### src/rtl/mult_arb_pkg.sv
// mult_arb_pkg
//   Shared definitions for the two-requester multiplier arbiter:
//   result-register state encodings and requester identifiers.
package mult_arb_pkg;

  // Result register occupancy: EMPTY (no product held) / FULL (product held).
  typedef enum logic {
    ST_EMPTY = 1'b0,
    ST_FULL  = 1'b1
  } state_t;

  // Requester identifiers, also used as the res_id value and priority token.
  localparam logic REQ0 = 1'b0;
  localparam logic REQ1 = 1'b1;

endpackage : mult_arb_pkg

### src/rtl/n_bit_multiplier.sv
// n_bit_multiplier
//   Purely combinational unsigned multiplier, full 2N-bit product.
// Ports
//   i_a  in  N    operand a
//   i_b  in  N    operand b
//   o_p  out 2N   unsigned product i_a * i_b (no truncation)
module n_bit_multiplier #(
  parameter int unsigned N = 4
) (
  input  logic [N-1:0]   i_a,
  input  logic [N-1:0]   i_b,
  output logic [2*N-1:0] o_p
);

  // Operands are zero-extended to the product width before multiplying so
  // the result keeps every bit.
  always_comb begin
    o_p = {{N{1'b0}}, i_a} * {{N{1'b0}}, i_b};
  end

endmodule : n_bit_multiplier

### src/rtl/mult_share_arbiter.sv
// mult_share_arbiter
//   Shares one combinational n_bit_multiplier between two requesters.
//   Round-robin arbitration; the winning operands are multiplied and the
//   product plus owner ID are registered and offered on a single
//   valid/ready result channel. Latency 1 cycle, throughput 1/cycle.
//
// Parameters
//   N      operand width (product is 2N bits)
//   CNT_W  grant-counter width (used only with MULT_ARB_STATS_EN)
//
// Ports
//   clk, reset              clock, synchronous active-high reset
//   req0_valid/a/b/ready    requester 0 channel (ready = accepted this cycle)
//   req1_valid/a/b/ready    requester 1 channel
//   res_valid/id/p/ready    result channel (id = owning requester)
//   grant_cnt0/1            saturating grant counters (MULT_ARB_STATS_EN only)
//
// Configuration
//   `define MULT_ARB_STATS_EN to add the grant_cnt0/grant_cnt1 ports and logic.
module mult_share_arbiter
  import mult_arb_pkg::*;
#(
  parameter int unsigned N     = 4,
  parameter int unsigned CNT_W = 8
) (
  input  logic           clk,
  input  logic           reset,
  input  logic           req0_valid,
  input  logic [N-1:0]   req0_a,
  input  logic [N-1:0]   req0_b,
  output logic           req0_ready,
  input  logic           req1_valid,
  input  logic [N-1:0]   req1_a,
  input  logic [N-1:0]   req1_b,
  output logic           req1_ready,
  output logic           res_valid,
  output logic           res_id,
  output logic [2*N-1:0] res_p,
  input  logic           res_ready
`ifdef MULT_ARB_STATS_EN
  ,
  output logic [CNT_W-1:0] grant_cnt0,
  output logic [CNT_W-1:0] grant_cnt1
`endif
);

  state_t           r_state;
  logic             r_prio;
  logic             r_res_id;
  logic [2*N-1:0]   r_res_p;

  logic             w_can_accept;
  logic             w_grant_id;
  logic             w_grant_any;
  logic             w_xfer;
  logic [N-1:0]     w_op_a;
  logic [N-1:0]     w_op_b;
  logic [2*N-1:0]   w_prod;

  // Arbitration. Readys are held low while reset is asserted so no
  // requester believes it was accepted during a cycle that gets discarded.
  always_comb begin
    w_can_accept = !reset && ((r_state == ST_EMPTY) || res_ready);
    w_grant_any  = req0_valid || req1_valid;

    if (req0_valid && req1_valid) begin
      w_grant_id = r_prio;
    end else if (req1_valid) begin
      w_grant_id = REQ1;
    end else begin
      w_grant_id = REQ0;
    end

    w_xfer     = w_can_accept && w_grant_any;
    req0_ready = w_can_accept && req0_valid && (w_grant_id == REQ0);
    req1_ready = w_can_accept && req1_valid && (w_grant_id == REQ1);

    // Single operand mux pair: only the granted requester reaches the multiplier.
    w_op_a = (w_grant_id == REQ1) ? req1_a : req0_a;
    w_op_b = (w_grant_id == REQ1) ? req1_b : req0_b;
  end

  n_bit_multiplier #(
    .N (N)
  ) u_mult (
    .i_a (w_op_a),
    .i_b (w_op_b),
    .o_p (w_prod)
  );

  // Result register FSM. A transfer takes precedence over draining, which
  // is what lets a drain and refill in the same cycle stay FULL.
  always_ff @(posedge clk) begin
    if (reset) begin
      r_state  <= ST_EMPTY;
      r_prio   <= REQ0;
      r_res_id <= REQ0;
      r_res_p  <= '0;
    end else begin
      if (w_xfer) begin
        r_state  <= ST_FULL;
        r_res_p  <= w_prod;
        r_res_id <= w_grant_id;
        r_prio   <= ~w_grant_id;
      end else if ((r_state == ST_FULL) && res_ready) begin
        r_state  <= ST_EMPTY;
      end
    end
  end

  assign res_valid = (r_state == ST_FULL);
  assign res_id    = r_res_id;
  assign res_p     = r_res_p;

`ifdef MULT_ARB_STATS_EN
  localparam logic [CNT_W-1:0] CNT_MAX = '1;

  logic [CNT_W-1:0] r_cnt0;
  logic [CNT_W-1:0] r_cnt1;

  // Saturating grant counters.
  always_ff @(posedge clk) begin
    if (reset) begin
      r_cnt0 <= '0;
      r_cnt1 <= '0;
    end else begin
      if (w_xfer && (w_grant_id == REQ0) && (r_cnt0 != CNT_MAX)) begin
        r_cnt0 <= r_cnt0 + CNT_W'(1);
      end
      if (w_xfer && (w_grant_id == REQ1) && (r_cnt1 != CNT_MAX)) begin
        r_cnt1 <= r_cnt1 + CNT_W'(1);
      end
    end
  end

  assign grant_cnt0 = r_cnt0;
  assign grant_cnt1 = r_cnt1;
`else
  // Counter width is only meaningful when the statistics ports exist.
  localparam int unsigned UNUSED_CNT_W = CNT_W;
`endif

endmodule : mult_share_arbiter

### config.mk
export PLATFORM = sky130hd
export DESIGN_NAME = mult_share_arbiter
export DESIGN_NICKNAME = d
export VERILOG_FILES = /design/src/rtl/mult_arb_pkg.sv /design/src/rtl/n_bit_multiplier.sv /design/src/rtl/mult_share_arbiter.sv
export SDC_FILE = /design/constraint.sdc
export NUM_CORES = 1
export LEC_CHECK = 0
export BUFFER_PORTS_ARGS = -buffer_cell sky130_fd_sc_hd__buf_2
export CAP_MARGIN = 0
export CELL_PAD_IN_SITES_DETAIL_PLACEMENT = 1
export CELL_PAD_IN_SITES_GLOBAL_PLACEMENT = 1
export CORE_MARGIN = 4
export CORE_UTILIZATION = 40
export CTS_BUF_LIST = sky130_fd_sc_hd__clkbuf_8
export DETAILED_ROUTE_END_ITERATION = 8
export HOLD_SLACK_MARGIN = 0.02
export PLACE_DENSITY = 0.84
export SLEW_MARGIN = 25
export SYNTH_ARGS = -nofsm -noshare
export SYNTH_HDL_FRONTEND = slang
export SYNTH_SLANG_ARGS = --single-unit
### constraint.sdc
create_clock -name clk -period 8.3 [get_ports clk]
set_clock_uncertainty 0.05 [all_clocks]
set_input_delay 1.245 -clock clk [delete_from_list [all_inputs] [get_ports clk]]
set_output_delay 1.245 -clock clk [all_outputs]
set_load 0.05 [all_outputs]
# Word level (Yosys, flattened, before mapping)
# Index checks and enable logic that the tools add are counted.
# W data, S select, Z words.
[classes]
multipliers = 1
n_mux = 6
bitwise_logic = 2
n_reduce_logical = 12
[ops]
columns = ["cell", "n"]
rows = [
  ["$logic_and A1 B1 Y1", 8],
  ["$mul A4 B4 Y8", 1],
  ["$mux W4", 2],
  ["$mux W1", 4],
  ["$logic_or A1 B1 Y1", 2],
  ["$not A1 Y1", 2],
  ["$reduce_bool A2 Y1", 1],
  ["$logic_not A1 Y1", 1],
]
[totals]
reg_bits = 11
inputBits = 21
elab_cells = 25

# Longest topological paths before layout
# Gate-level depths: netlist of the first run.
[depth]
ltp_word = 5
mapped_depth = 14

# Hierarchy
# From an unflattened synthesis of the first run, not the netlist that was laid out.
[hier_totals]
hier_cells = 111
hier_area_um2 = 1018.5
[by_module_without_submodules]
columns = ["module", "instances", "cells_per_inst", "area_per_inst_um2", "seq_area_each_um2"]
rows = [
  ["mult_share_arbiter", 1, 60, 570.5, 220.2],
  ["n_bit_multiplier", 1, 51, 447.9, 0.0],
]

# Worst setup path after synthesis of the first run
# OpenSTA, ideal clock, no wires.
[synth_path]
path_type = "input to output"
from = "input req0_valid"
to = "output req0_ready"
arrival_ps = 3111
t_required_ps = 7005
path_slack_ps = 3894
cell_stages = 4
cell_sequence = "inv_1 > o21a_1 > buf_2 > nor4_1"
[synth_via]
elab_chain_cells = 4
[synth_lines]
columns = ["item", "line", "text"]
rows = [
  ["from (decl)", "mult_share_arbiter.sv:28", "input logic req0_valid,"],
  ["$logic_and A1 B1 Y1", "mult_share_arbiter.sv:66", "if (req0_valid && req1_valid) begin"],
  ["$mux W1", "mult_share_arbiter.sv:66", ""],
  ["$not A1 Y1", "mult_share_arbiter.sv:75", "req0_ready = w_can_accept && req0_valid && (w_grant_id == REQ0);"],
  ["$logic_and A1 B1 Y1 *", "mult_share_arbiter.sv:75", ""],
  ["to (decl)", "mult_share_arbiter.sv:31", "output logic req0_ready,"],
]
# Mark *: on every way between the ends. The rest lies on a longest branch, timed or not.

# Final worst setup path of the first run
[layout_path]
from = "input req0_valid"
to = "register r_res_p[6], in the netlist res_p[6]"
[layout_via]
elab_chain_cells = 4
[layout_lines]
columns = ["item", "line", "text"]
rows = [
  ["$logic_and A1 B1 Y1", "mult_share_arbiter.sv:66", ""],
  ["$mux W1", "mult_share_arbiter.sv:66", ""],
  ["$mux W4, on equally long branches", "mult_share_arbiter.sv:79, mult_share_arbiter.sv:80", ""],
  ["$mul A4 B4 Y8", "n_bit_multiplier.sv:18", "o_p = {{N{1'b0}}, i_a} * {{N{1'b0}}, i_b};"],
  ["to (signal assigned)", "mult_share_arbiter.sv:102", "r_res_p <= w_prod;"],
  ["to (decl)", "mult_share_arbiter.sv:50", "logic [2*N-1:0] r_res_p;"],
]
# Parallel ways exist; a longest one is shown, timed or not.
# A chain may end at the register's enable or synchronous reset.

==> metrics.md, run 1 <==
| Metric | Value |
|---|---|
| Number of synthesis warnings | 0 |
| WL/cell | 15.5 um |
| Largest net degree at the start of global routing | 19 |
| WP data arrival | 4.65 ns |
| Async set-reset flop share out of synthesis | 0 |
| End-of-flow core utilization | 0.529 |
| Area growth from synthesis to layout | 20.9% |
| Post-synthesis sequential area ratio | 0.219 |
| GR Util All Layers | 0.190 |
| Hold depth | 2 |
| Dpl hpwl | 2.30 mm |
| Setup_tns | 0 ns |
| First-pass GRT wire length | 4.93 mm |
| CP top delay family | adder cells |
| Synth Cell Area | 1010 um^2 |
| FMAX | 0.219 GHz |
| Worst skew pair latency | 0.24 ns |
| Placed Instance Area | 1170 um^2 |
| Setup violators final | 0 |
| Nets@finish | 195 |
| Die H | 58.2 um |
| Leakage | 0.000644 uW |
| Final Critical Period | 4.58 ns |
| Cells after DPL | 181 |
| Wl on met1 | 1.21 mm |
| Initial Util | 0.438 |
| Fin cells | 185 |
| Max Cap Viol | 0 |
| Vias in the first global route | 1080 |
| Crit Path Max Fanout | 17 |
| Drt total wl | 2.86 mm |
| Status | completed |
| Met2 wire length | 1.48 mm |
| Via-per-instance ratio | 5.59 |
| Core area | 2300 um^2 |
| EDFF count, synth | 0 |
| Delay of the slowest critical-path stage | 0.53 ns |
| Multi-input logic area | 741 um^2 |
| Number of CTS-inserted buffers | 3 |
| CTS resizes | 0 |
| Fill cells | 323 |
| DRT antenna net count | 0 |
| Crit path top cell by count | fa_1 |
| Critical path class | in -> reg |
| Fraction of layout cells with a size suffix above 1 | 0.255 |
| Grt ovf | 0 |
| Worst Hold Class | reg -> reg |
| Number of port buffers | 32 |
| Worst hold margin | 0.403 ns |
| Critical path's slowest cell | o21ai_2 |
| Final Hold Violating Endpoints | 0 |
| Final period util | 0.551 |
| # rows | 17 |
| WP depth | 13 |
| Crit path cell chain | buf_2, inv_1, o21ai_2, mux2i_1, a21o_1, fa_1, inv_1, fa_1, fa_1, a21o_1, a21oi_1, xor2_1, o21ai_0 |
| CTS sink count | 11 |
| Clock slew at reported path FFs | 0.05 ns |
| CTS Hold Bufs | 0 |
| H-tree Lvls | 1 |
| Syn_area_per_cell | 7.98 um^2 |
| Uppermost layer routed | met4 |
| Post-Synthesis Cells | 126 |
| Vias | 1035 |
| Detailed Route Iter0 Violations | 46 |
| Total I/O pin count | 33 |
| Reg2Reg Setup Slack | 4.53 ns |
| TritonRoute pass-1 iters | 4 |
| DIE AREA | 3380 um^2 |
| CTS root buf | clkbuf_8 |
| Post-synth cell types | 33 |
| R2R cell count | 11 |
| WP data required | 8.37 ns |
| Initial antenna violation count | 0 |
| Seq. cell area | 220 um^2 |
| CTS tree | done |
| Met3 wire len | 121 um |
| Fin area | 1220 um^2 |
| Pins over their slew limit | 0 |
| WP buf/inv | 3 |
| Yosys reg bits | 11 |
| Die width | 58.2 um |
| Main synth FF type | dfxtp_1 |
| Nature of the critical path startpoint | input pin |
| Post-CTS setup repair buffer count | 0 |
| VDD IR max | 0.105 mV |
| GPL Wtd Cong | 0.805 |
| Syn Nets | 163 |
| CTS max path bufs | 2 |
| Pwr dens | 172 nW/um^2 |
| RSZ-0062 raised after global routing | no |
| Slew Limit Headroom | 0.559 |
| # DRC | 0 |
| CP endpoint kind | flip-flop |
| Worst slew pin tran | 0.662 ns |
| Antenna Cells | 0 |
==> sequential cells by signal, summed over array words and instances (netlist names) <==
register,cells
res_p,8
r_prio,1
res_id,1
res_valid,1
==> worst paths after layout <==
path / start / to
worst max register to register: r_prio / res_p[6]
worst min register to register: res_p[1] / res_p[1]
worst min-delay path: res_p[1] / res_p[1]
worst max-delay path: req0_valid / res_p[6]
==> cell families after synthesis <==
group / share of synthesized area
compound gates: 0.182
buf+inv: 0.0448
mux: 0.0236
fa+ha+maj: 0.229
simple gates: 0.276
flops: 0.219
xor+xnor: 0.0261
==> worst register-to-register path, stage by stage, from the launching register on <==
cell,delay [ns]
dfxtp_1,0.35
o21ai_2,0.56
mux2i_1,0.29
a21o_1,0.23
fa_1,0.53
inv_1,0.05
fa_1,0.52
fa_1,0.48
a21o_1,0.19
a21oi_1,0.17
xor2_1,0.15
o21ai_0,0.08
==> routing by layer <==
layer,up-vias,GRT usage
li1,514,-
met1,492,0.219
met2,21,0.340
met3,8,0.0490
met4,0,0.0596
met5,-,0
==> power breakdown <==
part	internal (uW)	leakage (uW)	total [uW]	switching [uW]
registers	58.8	0.0000906	62.4	3.58
clock network	32.6	0.0000269	53.7	21.1
logic	32.1	0.000526	92.5	60.4
total	123	0.000644	209	85.1
==> layout make-up <==
| type | instances | share of cell area |
|---|---|---|
| multi-input combinational | 106 | 0.609 |
| sequential | 11 | 0.181 |
| timing repair buffer | 32 | 0.132 |
| clock buffer | 3 | 0.0340 |
| tap | 28 | 0.0288 |
| inverter | 4 | 0.0123 |
| clock inverter | 1 | 0.00309 |
==> stage by stage <==
step	worst slack (ns)	power, uW
after detailed placement	3.46	156
after global placement	3.63	154
after CTS	3.71	212
after global routing	3.41	227
final	3.72	209
after floorplan	3.89	132
==> synthesized netlist by cell type, drive strengths merged, types with 3 or more instances <==
cell / instances / area share
ha: 12 / 0.15
inv: 4 / 0.015
fa: 4 / 0.080
nand3: 14 / 0.070
and3: 3 / 0.019
dfxtp: 11 / 0.22
a21oi: 14 / 0.070
nand3b: 4 / 0.030
nand2: 25 / 0.093
nor2: 3 / 0.011
buf: 4 / 0.026
o21ai: 3 / 0.019
a21o: 4 / 0.030
==> cell usage in the layout, fill, tap and decap left out <==
cell type   n
nor2b_4     1
o21ai_0     2
a21oi_1    14
nand3_1    14
o31ai_2     1
buf_2      32
o21a_1      1
ha_1       12
mux2i_1     1
nor2_1      3
nor4_1      1
a211oi_1    1
a21o_1      4
nand3b_1    4
fa_1        4
xnor2_1     1
a31oi_1     2
or3_4       1
nand2_1    25
dfxtp_1    11
clkbuf_8    3
nand2b_1    1
xor2_1      2
a22oi_1     1
and3_1      3
o21ai_2     1
nand4_1     1
o31ai_1     1
nor3_1      2
a311oi_1    1
mux2i_2     1
inv_1       5
Note: power is estimated with default switching activity, not from simulation.
==> run 2: changes to the inputs <==
--- a/config.mk
+++ b/config.mk
@@ -10,11 +10,11 @@
 export CELL_PAD_IN_SITES_DETAIL_PLACEMENT = 1
 export CELL_PAD_IN_SITES_GLOBAL_PLACEMENT = 1
 export CORE_MARGIN = 4
-export CORE_UTILIZATION = 40
+export CORE_UTILIZATION = 33
 export CTS_BUF_LIST = sky130_fd_sc_hd__clkbuf_8
 export DETAILED_ROUTE_END_ITERATION = 8
 export HOLD_SLACK_MARGIN = 0.02
-export PLACE_DENSITY = 0.84
+export PLACE_DENSITY = 0.74
 export SLEW_MARGIN = 25
 export SYNTH_ARGS = -nofsm -noshare
 export SYNTH_HDL_FRONTEND = slang
==> constraint.sdc (replaced) <==
create_clock -name clk -period 3.81 [get_ports clk]
set_clock_uncertainty 0.05 [all_clocks]
set_input_delay 0.5715 -clock clk [delete_from_list [all_inputs] [get_ports clk]]
set_output_delay 0.5715 -clock clk [all_outputs]
set_load 0.05 [all_outputs]
==> run 2 against run 1 <==
- worst setup slack worse by 3.5 ns
- die area increased by 18%
- sequential power is 110% higher
- hold slack worse by 0.0033 ns
- global-route usage decreased by 4.2 points
==> metrics.md, run 2 (synthesis gave the netlist of run 1 again) <==
| Metric | Value |
|---|---|
| Crit path cell chain | buf_2, inv_1, o21ai_2, buf_4, and3_1, a31oi_1, fa_1, inv_1, fa_1, fa_1, a21o_1, a21oi_1, xor2_1, o21ai_0 |
| Critical path class | in -> reg |
| CTS resizes | 0 (unchanged) |
| Post-CTS setup repair buffer count | 0 (unchanged) |
| # rows | 19 (+2) |
| Setup violators final | 0 (unchanged) |
| Commonest non-fill, non-tap cells in the layout | buf_2 (32), nand2_1 (25), a21oi_1 (14), nand3_1 (14), ha_1 (12) |
| Final Hold Violating Endpoints | 0 (unchanged) |
| Vias in the first global route | 1095 (+1.4%) |
| Worst slew pin tran | 0.500 ns (-0.162 ns) |
| Vias | 1015 (-1.9%) |
| Initial antenna violation count | 0 (unchanged) |
| Worst flop-to-flop path startpoint | r_prio |
| First-pass GRT wire length | 4.87 mm (-1.1%) |
| Critical path's slowest cell | fa_1 |
| WL/cell | 14.1 um (-8.6%) |
| Final period util | 0.933 |
| Max reg flops | 8 (unchanged) |
| Seq. cell area | 220 um^2 (unchanged) |
| Fraction of layout cells with a size suffix above 1 | 0.269 (+0.0140) |
| Crit path top cell by count | fa_1 |
| Slew Limit Headroom | 0.664 (+0.106) |
| Number of port buffers | 32 (unchanged) |
| Leakage | 0.000658 uW (+2.2%) |
| CTS tree | done |
| Via-per-instance ratio | 5.31 (-5.0%) |
| Die width | 63.2 um (+8.7%) |
| End-of-flow core utilization | 0.439 (-0.0902) |
| Area growth from synthesis to layout | 23.5% |
| Commonest non-fill, non-tap cell in the layout | buf_2 |
| Pwr dens | 362 nW/um^2 (+110%) |
| FF-to-FF End | res_p[6] |
| Setup ws final | 0.253 ns (-3.47 ns) |
| DRT antenna net count | 0 (unchanged) |
| Crit path from | req0_valid |
| Crit Path Max Fanout | 11 (-6) |
| CTS Hold Bufs | 0 (unchanged) |
| Worst skew pair latency | 0.23 ns (about the same) |
| FMAX | 0.281 GHz |
| CTS max path bufs | 2 (unchanged) |
| Setup_tns | 0 ns (unchanged) |
| Setup Slack @ Placement | -0.0121 ns (-3.47 ns) |
| Grt ovf | 0 (unchanged) |
| DIE AREA | 4000 um^2 (+18%) |
| CTS root buf | clkbuf_8 |
| Clock slew at reported path FFs | 0.05 ns (about the same) |
| Pins over their slew limit | 0 (unchanged) |
| Initial Util | 0.356 (-0.0823) |
| Crit path to | res_p[6] |
| Die H | 63.2 um (+8.7%) |
| Dpl hpwl | 2.30 mm (about the same) |
| CTS sink count | 11 (unchanged) |
| Total I/O pin count | 33 (unchanged) |
| Detailed Route Iter0 Violations | 32 (-30%) |
| WP data arrival | 3.62 ns (-1.03 ns) |
| Cells after DPL | 187 (+3.3%) |
| Fin cells | 191 (+3.2%) |
| Largest net degree at the start of global routing | 16 (-3) |
| Nature of the critical path startpoint | input pin |
| Number of CTS-inserted buffers | 3 (unchanged) |
| GR Util All Layers | 0.148 (-0.0418) |
| Reg2Reg Setup Slack | 0.39 ns (-4.14 ns) |
| WP data required | 3.87 ns (-4.50 ns) |
| R2R cell count | 12 (+1) |
| Nets@finish | 198 (+1.5%) |
| Multi-input logic area | 741 um^2 (unchanged) |
| Worst Hold Class | reg -> reg |
| VDD IR max | 0.0998 mV (-5.2%) |
| Status | completed |
| CP endpoint kind | flip-flop |
| Max Cap Viol | 0 (unchanged) |
| Worst hold margin | 0.400 ns (-0.00329 ns) |
| GPL Wtd Cong | 0.823 (+2.2%) |
| Fill cells | 356 (+10%) |
| H-tree Lvls | 1 (unchanged) |
| # DRC | 0 (unchanged) |
| Delay of the slowest critical-path stage | 0.52 ns (about the same) |
| Final Critical Period | 3.56 ns |
| Core area | 2830 um^2 (+23%) |
| TritonRoute pass-1 iters | 4 (unchanged) |
| Antenna Cells | 0 (unchanged) |
| RSZ-0062 raised after global routing | no |
| Drt total wl | 2.70 mm (-5.7%) |
==> run 2: cell types whose count changed in the layout (fill, tap and decap cells not counted) <==
cell	change
buf_4	+3
==> run 2: final cells by class <==
cell class,count,share of cell area
inverters,4,0.0121
clock buffers,3,0.0332
multi-input cells,106,0.596
flip-flops and latches,11,0.177
repair buffers,35,0.147
well taps,31,0.0312
clock inverters,1,0.00302
==> run 2: routing by layer <==
metal,up-vias,track usage,share of wire
met5,-,0,0
met4,0,0.0485,0.0074
met3,4,0.0249,0.048
met2,25,0.258,0.47
met1,470,0.184,0.47
li1,516,-,-
==> run 2: where the power goes <==
| part | switching (uW) | leakage (uW) | internal [uW] | total [uW] |
|---|---|---|---|---|
| Clock | 40.6 | 0.0000269 | 70.5 | 111 |
| Combinational | 132 | 0.000541 | 73.0 | 205 |
| Sequential | 6.23 | 0.0000906 | 128 | 134 |
| Total | 179 | 0.000658 | 272 | 450 |
==> run 2: worst min-delay path by stage <==
| stage | start | endpoint | cells past startpoint |
|---|---|---|---|
| final | res_p[2] | res_p[2] | 2 |
| after global routing | res_p[2] | res_p[2] | 2 |
| after CTS | res_p[1] | res_p[1] | 2 |
| after detailed placement | res_p[1] | res_p[1] | 2 |
| after global placement | res_p[1] | res_p[1] | 2 |
| after floorplan | r_prio | r_prio | 1 |
==> run 2: worst max-delay path, delay by kind of cell <==
family          cells  cell delay, ns
fa+ha+maj           3            1.48
compound gates      5            0.79
buf+inv             4            0.46
simple gates        1            0.17
xor+xnor            1            0.15
==> run 2: metrics by stage <==
stage	cell area [um^2]	power, uW
finish	1240	450
detailed placement	1200	342
CTS	1240	458
floorplan	1010	288
global route	1240	488
global placement	1200	338
==> run 3: changes to the inputs <==
--- a/config.mk
+++ b/config.mk
@@ -14,7 +14,7 @@
 export CTS_BUF_LIST = sky130_fd_sc_hd__clkbuf_8
 export DETAILED_ROUTE_END_ITERATION = 8
 export HOLD_SLACK_MARGIN = 0.02
-export PLACE_DENSITY = 0.74
+export PLACE_DENSITY = 0.84
 export SLEW_MARGIN = 25
 export SYNTH_ARGS = -nofsm -noshare
 export SYNTH_HDL_FRONTEND = slang
==> run 3 against run 2 <==
- global-route usage increased by 0.53 points
- critical path depth decreased by 1
- critical path type unchanged
- die area unchanged
==> metrics.md, run 3 (synthesis gave the netlist of run 1 again) <==
| Metric | Value |
|---|---|
| Crit Path Max Fanout | 7 (-4) |
| Pwr dens | 363 nW/um^2 (+0.24%) |
| CTS max path bufs | 2 (unchanged) |
| GR Util All Layers | 0.154 (+0.00531) |
| Critical path class | in -> reg |
| Multi-input logic area | 748 um^2 (+1.0%) |
| Switch share | 0.401 (+0.00454) |
| Die H | 63.2 um (unchanged) |
| Dpl hpwl | 2.39 mm (+3.8%) |
| Max reg flops | 8 (unchanged) |
| Vias in the first global route | 1135 (+3.7%) |
| GPL Wtd Cong | 0.822 (about the same) |
| WP data arrival | 3.61 ns (about the same) |
| Fill cells | 361 (+1.4%) |
| Seq. cell area | 220 um^2 (unchanged) |
| Fraction of layout cells with a size suffix above 1 | 0.273 (+0.00454) |
| Initial antenna violation count | 0 (unchanged) |
| CP endpoint kind | flip-flop |
| First-pass GRT wire length | 5.14 mm (+5.5%) |
| Nets@finish | 199 (+0.51%) |
| Nature of the critical path startpoint | input pin |
| Worst Hold Class | reg -> reg |
| Number of port buffers | 32 (unchanged) |
| Total net switching power | 183 uW (+2.6%) |
| CTS Hold Bufs | 0 (unchanged) |
| Setup Slack @ Placement | -0.0643 ns (-0.0522 ns) |
| VDD IR max | 0.105 mV (+5.4%) |
| Detailed Route Iter0 Violations | 87 (+170%) |
| CP top delay family | adder cells |
| Setup violators final | 0 (unchanged) |
| Final Critical Period | 3.55 ns (-0.00197 ns) |
| Leakage | 0.000664 uW (+0.93%) |
| CTS sink count | 11 (unchanged) |
| Crit path top cell by count | fa_1 |
| Post-CTS setup repair buffer count | 0 (unchanged) |
| Pins over their slew limit | 0 (unchanged) |
| TritonRoute pass-1 iters | 4 (unchanged) |
| Drt total wl | 2.85 mm (+5.6%) |
| Core area | 2830 um^2 (unchanged) |
| Commonest non-fill, non-tap cells in the layout | buf_2 (32), nand2_1 (25), a21oi_1 (14), nand3_1 (14), ha_1 (12) |
| Slew Limit Headroom | 0.685 (+0.0207) |
| Antenna Cells | 0 (unchanged) |
| Final period util | 0.933 (about the same) |
| Grt ovf | 0 (unchanged) |
| Number of CTS-inserted buffers | 3 (unchanged) |
| Delay of the slowest critical-path stage | 0.53 ns (about the same) |
| Critical path's slowest cell | fa_1 |
| Clock slew at reported path FFs | 0.05 ns (about the same) |
| RSZ-0062 raised after global routing | no |
| Max Cap Viol | 0 (unchanged) |
| H-tree Lvls | 1 (unchanged) |
| # DRC | 0 (unchanged) |
| Status | completed |
| Clk pwr share | 0.243 (-0.004) |
| Vias | 1038 (+2.3%) |
| Fin area | 1260 um^2 (+1.2%) |
| CTS root buf | clkbuf_8 |
| Total I/O pin count | 33 (unchanged) |
| DIE AREA | 4000 um^2 (unchanged) |
| Final Hold Violating Endpoints | 0 (unchanged) |
| Placed Instance Area | 1200 um^2 (+0.63%) |
| Flop pwr share | 0.296 (-0.003) |
| WP data required | 3.86 ns (about the same) |
| P_int | 274 uW (+0.69%) |
| Initial Util | 0.356 (unchanged) |
| Worst skew pair latency | 0.23 ns (about the same) |
| DRT antenna net count | 0 (unchanged) |
| Worst slew pin tran | 0.469 ns (-0.0308 ns) |
| # rows | 19 (unchanged) |
| Crit path cell chain | buf_2, inv_1, o21a_1, buf_4, a31oi_1, fa_1, inv_1, fa_1, fa_1, a21o_1, a21oi_1, xor2_1, o21ai_0 |
| Largest net degree at the start of global routing | 16 (unchanged) |
| FMAX | 0.281 GHz (about the same) |
| Commonest non-fill, non-tap cell in the layout | buf_2 |
| Via-per-instance ratio | 5.41 (+1.7%) |
| Setup ws final | 0.255 ns (+0.00197 ns) |
| Comb pwr share | 0.461 (+0.006) |
| CTS tree | done |
| Die width | 63.2 um (unchanged) |
| Area growth from synthesis to layout | 25.0% |
| WL/cell | 14.8 um (+5.0%) |
| WP buf/inv | 4 (unchanged) |
==> run 3: worst register-to-register path: stages, from the launching register on <==
cell and delay, ns:
dfxtp_1 0.44, o21a_1 0.29, buf_4 0.20, a31oi_1 0.11, fa_1 0.50, inv_1 0.06, fa_1 0.53, fa_1 0.48
a21o_1 0.19, a21oi_1 0.17, xor2_1 0.17, o21ai_0 0.11
==> run 3: final timing paths <==
path / from / endpoint / slack (ns) / cells after the start
setup / recovery: req0_valid / res_p[6] / 0.26 / 13
hold / removal: res_p[2] / res_p[2] / 0.40 / 2
setup reg to reg: r_prio / res_p[6] / 0.38 / 11
hold reg to reg: res_p[2] / res_p[2] / 0.40 / 2
==> run 3: repair_timing <==
action | 4_1_cts | 5_1_grt
gates resized for setup | 0 | 1
endpoints found under the hold margin | 0 | 0
endpoints found under the setup margin | 0 | 1
==> run 3: per-layer routing <==
layer / wire length (um) / up-vias / part of all wire / global-route usage
met1: 1200 / 485 / 0.42 / 0.191
met5: 0 / - / 0 / 0
met4: 18 / 0 / 0.0063 / 0.0404
li1: - / 520 / - / -
met3: 183 / 4 / 0.064 / 0.0284
met2: 1450 / 29 / 0.51 / 0.270
==> run 3: layout make-up <==
class | count | area share
multi-input cells | 106 | 0.595
clock buffers | 3 | 0.0328
flip-flops and latches | 11 | 0.175
clock inverters | 1 | 0.00299
repair buffers | 36 | 0.151
inverters | 4 | 0.0119
well taps | 31 | 0.0308
==> run 3: power groups by stage <==
| stage | clock [uW] | combinational [uW] | sequential (uW) |
|---|---|---|---|
| 2_1_floorplan | 0 | 110 | 178 |
| 6_report | 111 | 210 | 135 |
| 3_3_place_gp | 0 | 204 | 137 |
| 4_1_cts | 114 | 213 | 135 |
| 3_5_place_dp | 0 | 210 | 137 |
| 5_1_grt | 123 | 235 | 137 |
==> run 3: per-stage QoR <==
| step | hold WS, ns | utilization | TNS (ns) | total power [uW] | std cells |
|---|---|---|---|---|---|
| floorplan | 0.447 | - | 0 | 288 | 126 |
| global placement | 0.394 | 0.426 | 0 | 340 | 188 |
| detailed placement | 0.402 | 0.426 | -0.0643 | 347 | 188 |
| CTS | 0.409 | 0.442 | 0 | 461 | 192 |
| global route | 0.431 | 0.444 | 0 | 494 | 192 |
| finish | 0.403 | 0.444 | 0 | 457 | 192 |
